### src/rtl/iterative_mul_unit.sv
// iterative_mul_unit: radix-2 shift-add multiplier, one step per clock.
// Every operation takes exactly WIDTH busy cycles, with no early exit.
// Ports: Clock, Reset (async, active high), iStart/iSigned/iA/iB (request),
//        oReady (can accept), oDone (1-cycle pulse), oResult (2*WIDTH product).
// Macro IMUL_SIGNED_EN: when defined, iSigned selects two's-complement mode.
//        When undefined, iSigned is ignored and every operation is unsigned.
module iterative_mul_unit #(
    parameter int WIDTH = 16
) (
    input  logic                 Clock,
    input  logic                 Reset,
    input  logic                 iStart,
    input  logic                 iSigned,
    input  logic [WIDTH-1:0]     iA,
    input  logic [WIDTH-1:0]     iB,
    output logic                 oReady,
    output logic                 oDone,
    output logic [2*WIDTH-1:0]   oResult
);

    localparam int CW = $clog2(WIDTH);
    localparam logic [CW-1:0] LAST = CW'(WIDTH - 1);

    typedef enum logic [1:0] {
        S_IDLE,
        S_BUSY,
        S_DONE
    } state_t;

    state_t                r_state;
    state_t                w_state_nxt;
    logic                  w_load;
    logic                  w_step;
    logic                  w_last;

    logic [CW-1:0]         r_cnt;
    logic [2*WIDTH-1:0]    r_acc;
    logic [2*WIDTH-1:0]    r_mcand;
    logic [WIDTH-1:0]      r_mplier;
    logic [2*WIDTH-1:0]    r_result;

    logic [WIDTH-1:0]      w_mag_a;
    logic [WIDTH-1:0]      w_mag_b;
    logic [2*WIDTH-1:0]    w_add;
    logic [2*WIDTH-1:0]    w_acc_nxt;
    logic [2*WIDTH-1:0]    w_final;

    // State register
    always_ff @(posedge Clock or posedge Reset) begin
        if (Reset) begin
            r_state <= S_IDLE;
        end else begin
            r_state <= w_state_nxt;
        end
    end

    // Next state and control outputs
    always_comb begin
        w_state_nxt = r_state;
        w_load      = 1'b0;
        w_step      = 1'b0;
        w_last      = 1'b0;
        oReady      = 1'b1;
        oDone       = 1'b0;
        unique case (r_state)
            S_IDLE: begin
                if (iStart) begin
                    w_load      = 1'b1;
                    w_state_nxt = S_BUSY;
                end
            end
            S_BUSY: begin
                oReady = 1'b0;
                w_step = 1'b1;
                if (r_cnt == LAST) begin
                    w_last      = 1'b1;
                    w_state_nxt = S_DONE;
                end
            end
            S_DONE: begin
                oDone = 1'b1;
                // Back-to-back start goes straight to BUSY, no idle bubble
                if (iStart) begin
                    w_load      = 1'b1;
                    w_state_nxt = S_BUSY;
                end else begin
                    w_state_nxt = S_IDLE;
                end
            end
            default: begin
                w_state_nxt = S_IDLE;
            end
        endcase
    end

    assign w_add     = r_mplier[0] ? r_mcand : '0;
    assign w_acc_nxt = r_acc + w_add;

`ifdef IMUL_SIGNED_EN
    logic                  w_neg_a;
    logic                  w_neg_b;
    logic                  r_neg;

    assign w_neg_a = iSigned & iA[WIDTH-1];
    assign w_neg_b = iSigned & iB[WIDTH-1];
    // -2^(WIDTH-1) negates to itself, which is its correct unsigned magnitude
    assign w_mag_a = w_neg_a ? ({WIDTH{1'b0}} - iA) : iA;
    assign w_mag_b = w_neg_b ? ({WIDTH{1'b0}} - iB) : iB;
    assign w_final = r_neg ? ({2*WIDTH{1'b0}} - w_acc_nxt) : w_acc_nxt;

    always_ff @(posedge Clock or posedge Reset) begin
        if (Reset) begin
            r_neg <= 1'b0;
        end else if (w_load) begin
            r_neg <= w_neg_a ^ w_neg_b;
        end
    end
`else
    logic                  w_unused_signed;

    assign w_unused_signed = iSigned;
    assign w_mag_a         = iA;
    assign w_mag_b         = iB;
    assign w_final         = w_acc_nxt;
`endif

    // Datapath: capture on load, one shift-add per busy cycle
    always_ff @(posedge Clock or posedge Reset) begin
        if (Reset) begin
            r_cnt    <= '0;
            r_acc    <= '0;
            r_mcand  <= '0;
            r_mplier <= '0;
            r_result <= '0;
        end else begin
            if (w_load) begin
                r_cnt    <= '0;
                r_acc    <= '0;
                r_mcand  <= {{WIDTH{1'b0}}, w_mag_a};
                r_mplier <= w_mag_b;
            end else if (w_step) begin
                r_cnt    <= r_cnt + CW'(1);
                r_acc    <= w_acc_nxt;
                r_mcand  <= r_mcand << 1;
                r_mplier <= r_mplier >> 1;
            end
            // Result only moves on the final step, so it holds through BUSY
            if (w_last) begin
                r_result <= w_final;
            end
        end
    end

    assign oResult = r_result;

endmodule

### config.mk
export PLATFORM = sky130hd
export DESIGN_NAME = iterative_mul_unit
export DESIGN_NICKNAME = d
export VERILOG_FILES = /design/src/rtl/iterative_mul_unit.sv
export SDC_FILE = /design/constraint.sdc
export NUM_CORES = 1
export LEC_CHECK = 0
export ABC_AREA = 1
export CORE_UTILIZATION = 25
export DETAILED_ROUTE_END_ITERATION = 10
export GPL_TIMING_DRIVEN = 0
export HOLD_SLACK_MARGIN = 0.06
export MAX_ROUTING_LAYER = met4
export SLEW_MARGIN = 15
export SYNTH_ARGS = -nofsm -noshare
export SYNTH_HDL_FRONTEND = slang
export SYNTH_SLANG_ARGS = --single-unit
### constraint.sdc
create_clock -name Clock -period 4.5 [get_ports Clock]
set_input_delay 1.125 -clock Clock [delete_from_list [all_inputs] [get_ports Clock]]
set_output_delay 1.125 -clock Clock [all_outputs]
set_load 0.1 [all_outputs]
; ---- After elaboration in Yosys (flattened, before gate mapping)
; Index checks and enable logic that the tools add are counted.
; Widths: inputs -> output; s select.
[op_classes]
n_addsub = 2
eq_ne = 5
muxes = 20
n_reduce_logical = 4
[ops]
columns = cell, n
row1 = $mux 32, 5
row2 = $add 32x32->32, 1
row3 = $mux 16, 2
row4 = $mux 1, 8
row5 = $mux 4, 2
row6 = $pmux 2 s3, 1
row7 = $add 4x1->4 const B, 1
row8 = $eq 4x4->1 const B, 1
row9 = $mux 2, 2
row10 = $ne 2x2->1 const B, 2
row11 = $eq 2x1->1 const B, 1
row12 = $eq 2x2->1 const B, 1
row13 = $logic_not 2->1, 1
row14 = $reduce_and 2->1, 1
row15 = $reduce_bool 2->1, 1
row16 = $reduce_or 2->1, 1
[word_totals]
ff_bits = 118
inputBits = 36
output_inout_bits = 34
word_cells = 37

; ---- Longest topological paths before layout
[depth]
ltp_word = 4
depth_mapped = 17
depth_no_buf = 15

; ---- Worst setup path after synthesis
; No wires, ideal clock.
[synth_timing]
kind = register to output
from = register r_state[0]
to = output oDone
arrival_time_ns = 1.624
t_required_ns = 3.375
setup_slack_ns = 1.751
stages_incl_launch_ff = 2
n_path_buf = 0
path_cell_list = dfrtp_1 -> nor2_1
[synth_between]
elab_chain_len = 2
[synth_rtl]
columns = item, line_no
row1 = "start, declared", 30  ; state_t r_state;
row2 = "start signal, assigned", 53  ; r_state <= w_state_nxt;
row3 = $eq 2x2->1, 65  ; unique case (r_state)
row4 = $mux 1, 65
row5 = "end, declared", 17  ; output logic oDone,
; No other way between the ends.

; ---- Worst setup path in the final report
[layout_timing]
from = register r_state[0]
to = output oReady
[layout_between]
elab_chain_len = 2
[layout_rtl]
columns = item, line_no
row1 = $eq 2x1->1, 65
row2 = $mux 1, 65
row3 = "end, declared", 16  ; output logic oReady,
; No other way between the ends.

==> impl_metrics.csv <==
group,metric,value,unit
sta,rsz0062_at_grt,"false",
yosys,synth-edff-count,0,
status,outcome,"finished, final reports clean",
yosys,ys_ff_latch,118,
grt,grt_usage,15.4,%
finish,nFillCells,3019,
grt,grt_pass1_vias,6462,
clock_tree,cts_resized,0,
clock_tree,cts.sinks,118,
floorplan,row_count,61,
sta,fin_tns_setup,0,ns
route,wl,20600,µm
floorplan,core,0.0280,mm²
yosys,synth_top_flop_cell,"dfrtp_1",
finish,utilization,32.0,%
route,first_pass_iters,5,
clock_tree,cts-root-buf,"clkbuf_16",
finish,area_growth,24.8,%
route,wire_per_inst,13.8,µm
floorplan,ios,70,
sta,timing.final.crit_share,88.3,%
clock_tree,post-cts-setup-buffers,0,
grt,grt-ovfl-total,0,
clock_tree,clkTransAtPathRegs,0.06,ns
clock_tree,ctsHtreeMaxLevel,4,
route,drtIter0Drc,481,
finish,drive_gt1_share,7.33,%
critical_path,rrSetupSlack,1.67,ns
min_path,worst_hold_path_type,"flip-flop to flip-flop",
floorplan,die_w,172,µm
floorplan,die_h,172,µm
job,max_cap_viol_count,0,
critical_path,crit_type,"flip-flop to primary output",
finish,final_cell_mix,"401 x nand2_1, 172 x inv_1, 118 x dfrtp_1",
floorplan,die_area,0.0294,mm²
sta,clock.fmax,0.252,GHz
sta,fin_worst_skew,0.00939,ns
clock_tree,cts_tree,"built",
finish,nets,1176,
min_path,worstHoldPathCells,2,
yosys,yosysWarnings,0,
critical_path,cp.arrival,2.85,ns
route,num_vias,6481,
route,vias_per_cell,4.33,
route,ant_nets,0,
floorplan,start_util,25.7,%
finish,final_common_cell,"nand2_1",
route,drc,0,
yosys,avgSynthCellArea,7.06,µm²
sta,final_max_slew_viol_count,0,
yosys,yosysSeqAreaShare,41.1,%
yosys,synth_fp_nets,1088,
critical_path,cp-end-kind,"primary output",
critical_path,reg2reg_depth,13,
sta,period_needed,3.97,ns
clock_tree,cts_hold_buf,0,
finish,finalNonFillerCells,1497,
clock_tree,cts_made_buffers,17,
yosys,synthesis.area,0.00719,mm²
critical_path,cp_max_fo,10,
sta,slew_headroom,31.4,%
grt,grt_max_degree,83,
yosys,synthCells,1019,
sta,max_slew.worst_pin.slew,1.03,ns
clock_tree,clockBufferDepth,2,
yosys,async_reset_ff_share,100,%
grt,antenna_found_initial,0,
placed_design,place.gp.congestion,0.924,
yosys,synth_cell_types,35,
placed_design,port_buffers,68,
grt,grt_pass1_wl,33400,µm
critical_path,required,3.38,ns
finish,antenna_cells,0,
placed_design,dp_cells,1466,
clock_tree,clock_latency,0.43,ns
placed_design,hpwlAfterDp,16000,µm
sta,finalHoldViolCount,0,
critical_path,cp-start-kind,"flip-flop",
sta,finalSetupViolCount,0,
[per-layer routing]
| metal | up-vias | global-route usage (%) | wire length, µm |
|---|---|---|---|
| li1 | 3349 | - | - |
| met1 | 2969 | 19.6 | 10000 |
| met2 | 136 | 24.2 | 9360 |
| met3 | 27 | 2.97 | 842 |
| met4 | 0 | 5.40 | 373 |
| met5 | - | - | 0 |
[final timing paths]
kind,start,endpoint
max,r_state[0],oReady
min,oResult[16],oResult[16]
max reg2reg,r_mplier[0],oResult[12]
min reg2reg,oResult[16],oResult[16]
max in group asynchronous,Reset,oResult[3]
min in group asynchronous,Reset,r_mcand[25]
[cell usage after synthesis (2+ instances only)]
cell type	n	area share (%)
nor2_2	5	0.44
and3_1	2	0.17
a21oi_1	34	2.4
o22ai_1	30	2.6
ha_1	32	5.6
nand3b_1	5	0.52
nor2_1	54	2.8
buf_4	5	0.52
a22o_1	6	0.73
nand2_1	401	21
xnor2_1	5	0.61
xor2_1	8	0.97
nand3_2	4	0.56
inv_2	6	0.31
o221ai_1	15	1.8
clkbuf_1	12	0.63
nand2_2	11	0.96
buf_2	13	0.90
dfrtp_1	118	41
nand3_1	53	3.7
a21oi_2	2	0.24
inv_1	173	9.0
o21ai_0	13	0.90
[flip-flops by register name, summed over array words and instances, names as in the netlist]
register / cells
oResult: 32
r_acc: 32
r_mcand: 32
r_mplier: 16
r_cnt: 4
r_state: 2
[cell families after synthesis]
| logic type | Yosys count | synth area share [%] |
|---|---|---|
| compound gates | 105 | 9.27 |
| simple gates | 539 | 30.6 |
| xor+xnor | 14 | 1.81 |
| buf+inv | 210 | 11.4 |
| fa+ha+maj | 33 | 5.85 |
| flops | 118 | 41.1 |
[per-stage QoR]
stage | area, µm² | setup slack (ns) | hold slack [ns]
global placement | 8340 | -1.66 | 0.464
detailed placement | 8380 | 0.982 | 0.467
finish | 8970 | 0.525 | 0.476
CTS | 8970 | 0.508 | 0.482
global route | 8970 | 0.419 | 0.497
floorplan | 7190 | 0.246 | 0.443
[final cells by class]
type | count | area (µm²) | share of cell area (%)
buffer | 31 | 151 | 1.69
clock buffer | 20 | 447 | 4.98
clock inverter | 11 | 151 | 1.69
inverter | 179 | 677 | 7.54
multi-input combinational | 691 | 3410 | 38.0
sequential | 118 | 2950 | 32.9
tap | 378 | 473 | 5.27
timing repair buffer | 69 | 708 | 7.89
[worst max-delay path: stages, from the launching register on]
cell and delay [ns]:
dfrtp_1 0.38, inv_1 0.07, nor2_1 0.05, buf_4 0.18, inv_2 0.08, buf_2 0.20
buf_2 0.25, clkdlybuf4s50_1 1.19
Power is left out: the tool's default activity adds up to more than one toggle a clock period on the data nets, which glitch-free logic cannot reach.
